[src/rtl/serial_word_transmitter_pkg.sv]
// Shared definitions for the serial word transmitter: FSM state encoding and
// the default parallel word width.
package serial_word_transmitter_pkg;

   localparam int DEFAULT_W = 4;

   typedef enum logic [1:0] {
      IDLE  = 2'b00,
      SHIFT = 2'b01,
      DONE  = 2'b10
   } state_e;

endpackage

[src/rtl/serial_word_transmitter_bit_down_counter.sv]
// Bit counter for the serializer: loads the index of the last bit and counts
// down once per accepted bit, saturating at zero.
module bit_down_counter #(
   parameter int CW = 2
) (
   input  logic          clk,
   input  logic          srst,
   input  logic          load,
   input  logic [CW-1:0] load_value,
   input  logic          dec_en,
   output logic [CW-1:0] count
);

   logic [CW-1:0] count_r;

   // Counter register; load wins over decrement, never decrements past zero.
   always_ff @(posedge clk) begin
      if (srst) begin
         count_r <= {CW{1'b0}};
      end else if (load) begin
         count_r <= load_value;
      end else if (dec_en && (count_r != {CW{1'b0}})) begin
         count_r <= count_r - CW'(1'b1);
      end else begin
         count_r <= count_r;
      end
   end

   assign count = count_r;

endmodule

[src/rtl/serial_word_transmitter.sv]
// Parallel-to-serial word transmitter with valid/ready handshake on both sides.
// Outputs are decoded purely from the state, shift and counter registers.
module serial_word_transmitter
   import serial_word_transmitter_pkg::*;
#(
   parameter int W         = DEFAULT_W,
   parameter bit MSB_FIRST = 1'b1
) (
   input  logic         clk,
   input  logic         reset_synchronous,
   input  logic         load_valid,
   input  logic [W-1:0] inp_word,
   output logic         load_ready,
   input  logic         ser_ready,
   output logic         ser_out,
   output logic         ser_valid,
   output logic         last_bit,
   output logic         done
);

   localparam int CW = $clog2(W);

   state_e        state_r;
   state_e        next_state_s;
   logic [W-1:0]  shift_r;
   logic [CW-1:0] count_s;
   logic          accept_s;
   logic          xfer_s;
   logic          cnt_zero_s;

   assign accept_s   = (state_r == IDLE) && load_valid;
   assign xfer_s     = (state_r == SHIFT) && ser_ready;
   assign cnt_zero_s = (count_s == {CW{1'b0}});

   bit_down_counter #(.CW(CW)) u_counter (
      .clk        (clk),
      .srst       (reset_synchronous),
      .load       (accept_s),
      .load_value (CW'(W - 1)),
      .dec_en     (xfer_s),
      .count      (count_s)
   );

   // State register.
   always_ff @(posedge clk) begin
      if (reset_synchronous) begin
         state_r <= IDLE;
      end else begin
         state_r <= next_state_s;
      end
   end

   // Next-state logic.
   always_comb begin
      next_state_s = state_r;
      case (state_r)
         IDLE: begin
            if (load_valid) next_state_s = SHIFT;
            else            next_state_s = IDLE;
         end
         SHIFT: begin
            if (ser_ready && cnt_zero_s) next_state_s = DONE;
            else                         next_state_s = SHIFT;
         end
         DONE:    next_state_s = IDLE;
         default: next_state_s = IDLE;
      endcase
   end

   // Shift register moves toward the output end with zero fill, only on a transfer.
   always_ff @(posedge clk) begin
      if (reset_synchronous) begin
         shift_r <= {W{1'b0}};
      end else if (accept_s) begin
         shift_r <= inp_word;
      end else if (xfer_s) begin
         if (MSB_FIRST) shift_r <= {shift_r[W-2:0], 1'b0};
         else           shift_r <= {1'b0, shift_r[W-1:1]};
      end else begin
         shift_r <= shift_r;
      end
   end

   // Output decode from registered state.
   always_comb begin
      load_ready = 1'b0;
      ser_valid  = 1'b0;
      ser_out    = 1'b0;
      last_bit   = 1'b0;
      done       = 1'b0;
      case (state_r)
         IDLE:  load_ready = 1'b1;
         SHIFT: begin
            ser_valid = 1'b1;
            ser_out   = MSB_FIRST ? shift_r[W-1] : shift_r[0];
            last_bit  = cnt_zero_s;
         end
         DONE:    done = 1'b1;
         default: load_ready = 1'b0;
      endcase
   end

endmodule

[config.mk]
export PLATFORM = sky130hd
export DESIGN_NAME = serial_word_transmitter
export DESIGN_NICKNAME = d
export VERILOG_FILES = /design/src/rtl/serial_word_transmitter_pkg.sv /design/src/rtl/serial_word_transmitter_bit_down_counter.sv /design/src/rtl/serial_word_transmitter.sv
export SDC_FILE = /design/constraint.sdc
export NUM_CORES = 1
export LEC_CHECK = 0
export ABC_AREA = 1
export CAP_MARGIN = 0
export CORE_AREA = 2 2 39 41
export CTS_BUF_LIST = sky130_fd_sc_hd__clkbuf_4
export DETAILED_ROUTE_END_ITERATION = 10
export DIE_AREA = 0 0 41 43
export PLACE_DENSITY = 0.66
export REMOVE_ABC_BUFFERS = 1
export SETUP_SLACK_MARGIN = 0.05
export SLEW_MARGIN = 20
export SYNTH_ARGS = -nofsm -noshare
export SYNTH_HDL_FRONTEND = slang
export SYNTH_SLANG_ARGS = --single-unit
[constraint.sdc]
create_clock -name clk -period 1.6 [get_ports clk]
set_clock_uncertainty 0.1 [all_clocks]
set_input_delay 0.16 -clock clk [delete_from_list [all_inputs] [get_ports clk]]
set_output_delay 0.16 -clock clk [all_outputs]
set_load 0.01 [all_outputs]
; ---- After elaboration in Yosys (flattened, before gate mapping)
; Index checks and enable logic that the tools add are counted.
; Widths: inputs -> output; s select.
[op_classes]
reduce_logical = 9
n_mux = 12
addsub = 1
n_eq_ne = 2
[op_table]
columns = op, count
row1 = $mux 4, 2
row2 = $mux 1, 6
row3 = $mux 2, 3
row4 = $reduce_bool 2->1, 3
row5 = $logic_and 1x1->1, 4
row6 = $logic_not 2->1, 2
row7 = $pmux 2 s2, 1
row8 = $eq 2x1->1 const B, 1
row9 = $eq 2x2->1 const B, 1
row10 = $sub 2x1->2 const B, 1
[word_totals]
reg_bits = 8
wordCells = 27
out_inout_bits = 5
in_bits = 8

; ---- Longest topological paths before layout
[logic_depth]
word_depth = 5
depth_mapped = 7

; ---- By module
; Synthesis repeated with hierarchy kept, for this count alone.
[hier_totals]
hier_cells = 79
hier_area_um2 = 479.2
[modules_own_cells]
columns = mod, instances, area_each_um2, cells_per_inst
row1 = serial_word_transmitter, 1, 339.1, 54
row2 = bit_down_counter, 1, 140.1, 25

; ---- Least setup slack after synthesis
; No wires, ideal clock.
[synth_timing]
kind = reg2out
startpoint = register state_r[0]
endpoint = output port last_bit
path_stages_with_launch = 5
t_arrival_ns = 0.958
path_slack_ns = 0.382
required_ns = 1.340
path_cell_list = dfxtp_1 inv_1 nor2_1 inv_1 nor2_1
[synth_between]
elab_chain_cells = 2
[synth_rtl]
columns = item, line_no
row1 = "start, declared", serial_word_transmitter.sv:23  ; state_e state_r;
row2 = "start signal, assigned", serial_word_transmitter.sv:49  ; state_r <= next_state_s;
row3 = $eq 2x1->1, serial_word_transmitter.sv:91  ; case (state_r)
row4 = $mux 1, serial_word_transmitter.sv:91
row5 = "end, declared", serial_word_transmitter.sv:17  ; output logic last_bit,
; Every way passes these cells.

; ---- Worst setup path after layout
[layout_timing]
startpoint = register u_counter.count_r[0], in the netlist u_counter.count[0]
endpoint = output port last_bit
[layout_between]
elab_chain_cells = 2
[layout_rtl]
columns = item, line_no
row1 = "start, declared", serial_word_transmitter_bit_down_counter.sv:14  ; logic [CW-1:0] count_r;
row2 = "start signal, assigned", serial_word_transmitter_bit_down_counter.sv:19  ; count_r <= {CW{1'b0}};
row3 = "start signal, assigned", serial_word_transmitter_bit_down_counter.sv:21  ; count_r <= load_value;
row4 = "start signal, assigned", serial_word_transmitter_bit_down_counter.sv:23  ; count_r <= count_r - CW'(1'b1);
row5 = $logic_not 2->1, serial_word_transmitter.sv:33  ; assign cnt_zero_s = (count_s == {CW{1'b0}});
row6 = $mux 1, serial_word_transmitter.sv:91
; Every way passes these cells.

==> metrics.txt <==
Area growth syn-to-layout=37.6%; number of synthesized flops with an enable pin=0; worst setup margin=0.137 ns; clock-pin slew on the worst setup and hold paths=0.05 ns; DR pass1 iterations=4; proportion of layout cells with a drive suffix above 1=12.8%; Fmax=0.684 GHz; initial antenna violation count=0; post-synth top area share=35.7%; Slew Viols, Final=0; dpl hpwl=662 µm; Synth Area per Inst=6.42 µm²; Worst Hold Class=input pin to flip-flop; Rows=14; Vias=459; fill count=150; die area=1760 µm²; DRT Wirelength=847 µm; Inserted Diodes=0; die width=41 µm; pin count of the biggest net entering global routing=13; GPL Wtd Cong=0.674; H-tree depth reported by CTS=1; Final Setup Violations=0; multi-input logic area=238 µm²; DRT iter0 DRCs=4; Post-synth top cells=nand2_1, nor2_1, inv_1; first-pass GRT wire length=1.45 mm; CTS tree=built; Max Cap Viol=0; Final nets=97; CP Data Required Time=1.34 ns; CP startpoint kind=flip-flop; TritonCTS Buffers=3; Post-Syn Instances=70; average routed wire per standard cell=8.30 µm; Setup WS pre-CTS=0.0903 ns; Starting Density=32.5%; Slew HR=84.1%; Post-synth ARST share=0%; most frequent cell after synthesis=nand2_1; Clock Tree Buf Depth=2; vias in the first global route=405; Tmin final=1.46 ns; sequential cell area=161 µm²; Post-Syn Area=449 µm²; gr ovfl total=0; critical setup path kind=flip-flop to output port; leakage=0.306 nW; CP cell instances=inv_1, ha_2, inv_1, nor2_1, clkdlybuf4s15_1; # DRC=0; Critical Path AT=1.20 ns; Clk Tree Root Cell=clkbuf_4; dominant cell type by area after synthesis=dfxtp_1; WP buf/inv=3; IO Port Bufs=12; ANT nets after route=0; Synth Register Bits=8; Worst Setup End Kind=output port; Peak supply drop=426 µV; post-CTS setup buffer count=0; setup TNS=0 ns; most frequent CP cell=inv_1; PwrDens=854 nW/µm²; Slew @ Worst Pin=0.237 ns; Final Hold Violating Endpoints=0; yosys warns=0; sequential-to-total area share from yosys stat=35.7%; Slowest-stage cell, CP=dfxtp_1; critical path fanouts, max=3; CTS Sinks=8; Die H=43 µm; slowest stage delay, CP=0.30 ns; RSZ-0062 raised after global routing=false; CP top delay family=buffers and inverters; fin crit share=91.4%; Total Routing Usage GR=12.0%; Synth Flop Type=dfxtp_1; post-synthesis cell type count=16; largest cells by area after synthesis=dfxtp_1, nand2_1, nor2_1; status=finished, final reports clean; Vias/cell=4.50; core area=1380 µm²; clk_lat worst skew=0.25 ns; Top-Level Pins=13
[placed cells by master, fill, tap and decap left out]
cell type and count:
a21boi_0 1, dfxtp_1 7, nor2_1 13, ha_2 1
dfxtp_2 1, nor2_4 1, nand3_1 3, inv_1 11
nand2_4 1, nor2_2 1, nand3b_1 2, clkbuf_4 3
a21oi_1 4, clkdlybuf4s50_1 7, buf_4 2, inv_2 1
nand2_1 19, o21ai_0 1, nor3_1 1, nand4_1 1
clkdlybuf4s15_1 2, dlygate4sd2_1 3
[flip-flops by register name (all words and copies together), names as in the netlist]
register,cells
u_counter.count,2
state_r,2
shift_r,4
[final timing paths]
check	cells past startpoint	start	endpoint	slack (ns)
worst max-delay path	5	u_counter.count[0]	last_bit	0.14
worst min-delay path	3	inp_word[0]	shift_r[0]	0.36
worst max register to register	8	state_r[0]	shift_r[2]	0.29
worst min register to register	2	u_counter.count[0]	u_counter.count[0]	0.38
[worst register-to-register path, cell delays in order, from the launching register on]
cell     delay [ns]
dfxtp_1        0.31
buf_4          0.15
nor2_4         0.10
buf_4          0.14
nand2_4        0.09
nand2_1        0.12
nand2_1        0.06
nor2_1         0.09
nor2_1         0.04
[timing repair]
action	in CTS	in global routing
hold buffers	0	0
endpoints found under the setup margin	5	2
gates resized for setup	7	3
[kinds of logic (layout without fill, tap and decap cells)]
family	after synthesis	count (layout)	synth area share, %
adder cells (fa/ha/maj)	1	1	2.79
buffers and inverters	13	29	12.5
AO/OA/AOI/OAI	6	6	7.24
AND/OR/NAND/NOR	42	42	41.8
flip-flops	8	8	35.7
[cell type report]
cell class / instances / share of cell area (%)
inverters: 12 / 7.29
flip-flops and latches: 8 / 26.1
multi-input cells: 49 / 38.5
repair buffers: 14 / 21.3
clock buffers: 3 / 3.64
well taps: 16 / 3.24
[where the power goes]
| part | switching (mW) | total, mW | internal, mW |
|---|---|---|---|
| clock network | 0.0661 | 0.152 | 0.0857 |
| logic | 0.0786 | 0.149 | 0.0702 |
| registers | 0.00818 | 0.227 | 0.219 |
[through the flow]
stage / std cells / hold slack (ns) / cell area (µm²) / total power, mW / utilization (%)
4_1_cts: 102 / 0.355 / 613 / 0.533 / 44.3
6_report: 102 / 0.358 / 618 / 0.528 / 44.7
2_1_floorplan: 69 / 0.129 / 438 / 0.323 / -
3_3_place_gp: 99 / 0.368 / 593 / 0.382 / 42.9
5_1_grt: 102 / 0.403 / 618 / 0.567 / 44.7
3_5_place_dp: 99 / 0.373 / 593 / 0.385 / 42.9
[layer usage]
layer,wire (µm),vias to the layer above,GRT usage (%)
li1,-,247,-
met1,385,197,14.6
met2,395,13,17.5
met3,53,2,3.14
met4,13,0,8.00
met5,0,-,0
Power figures use the tool's default switching activity.
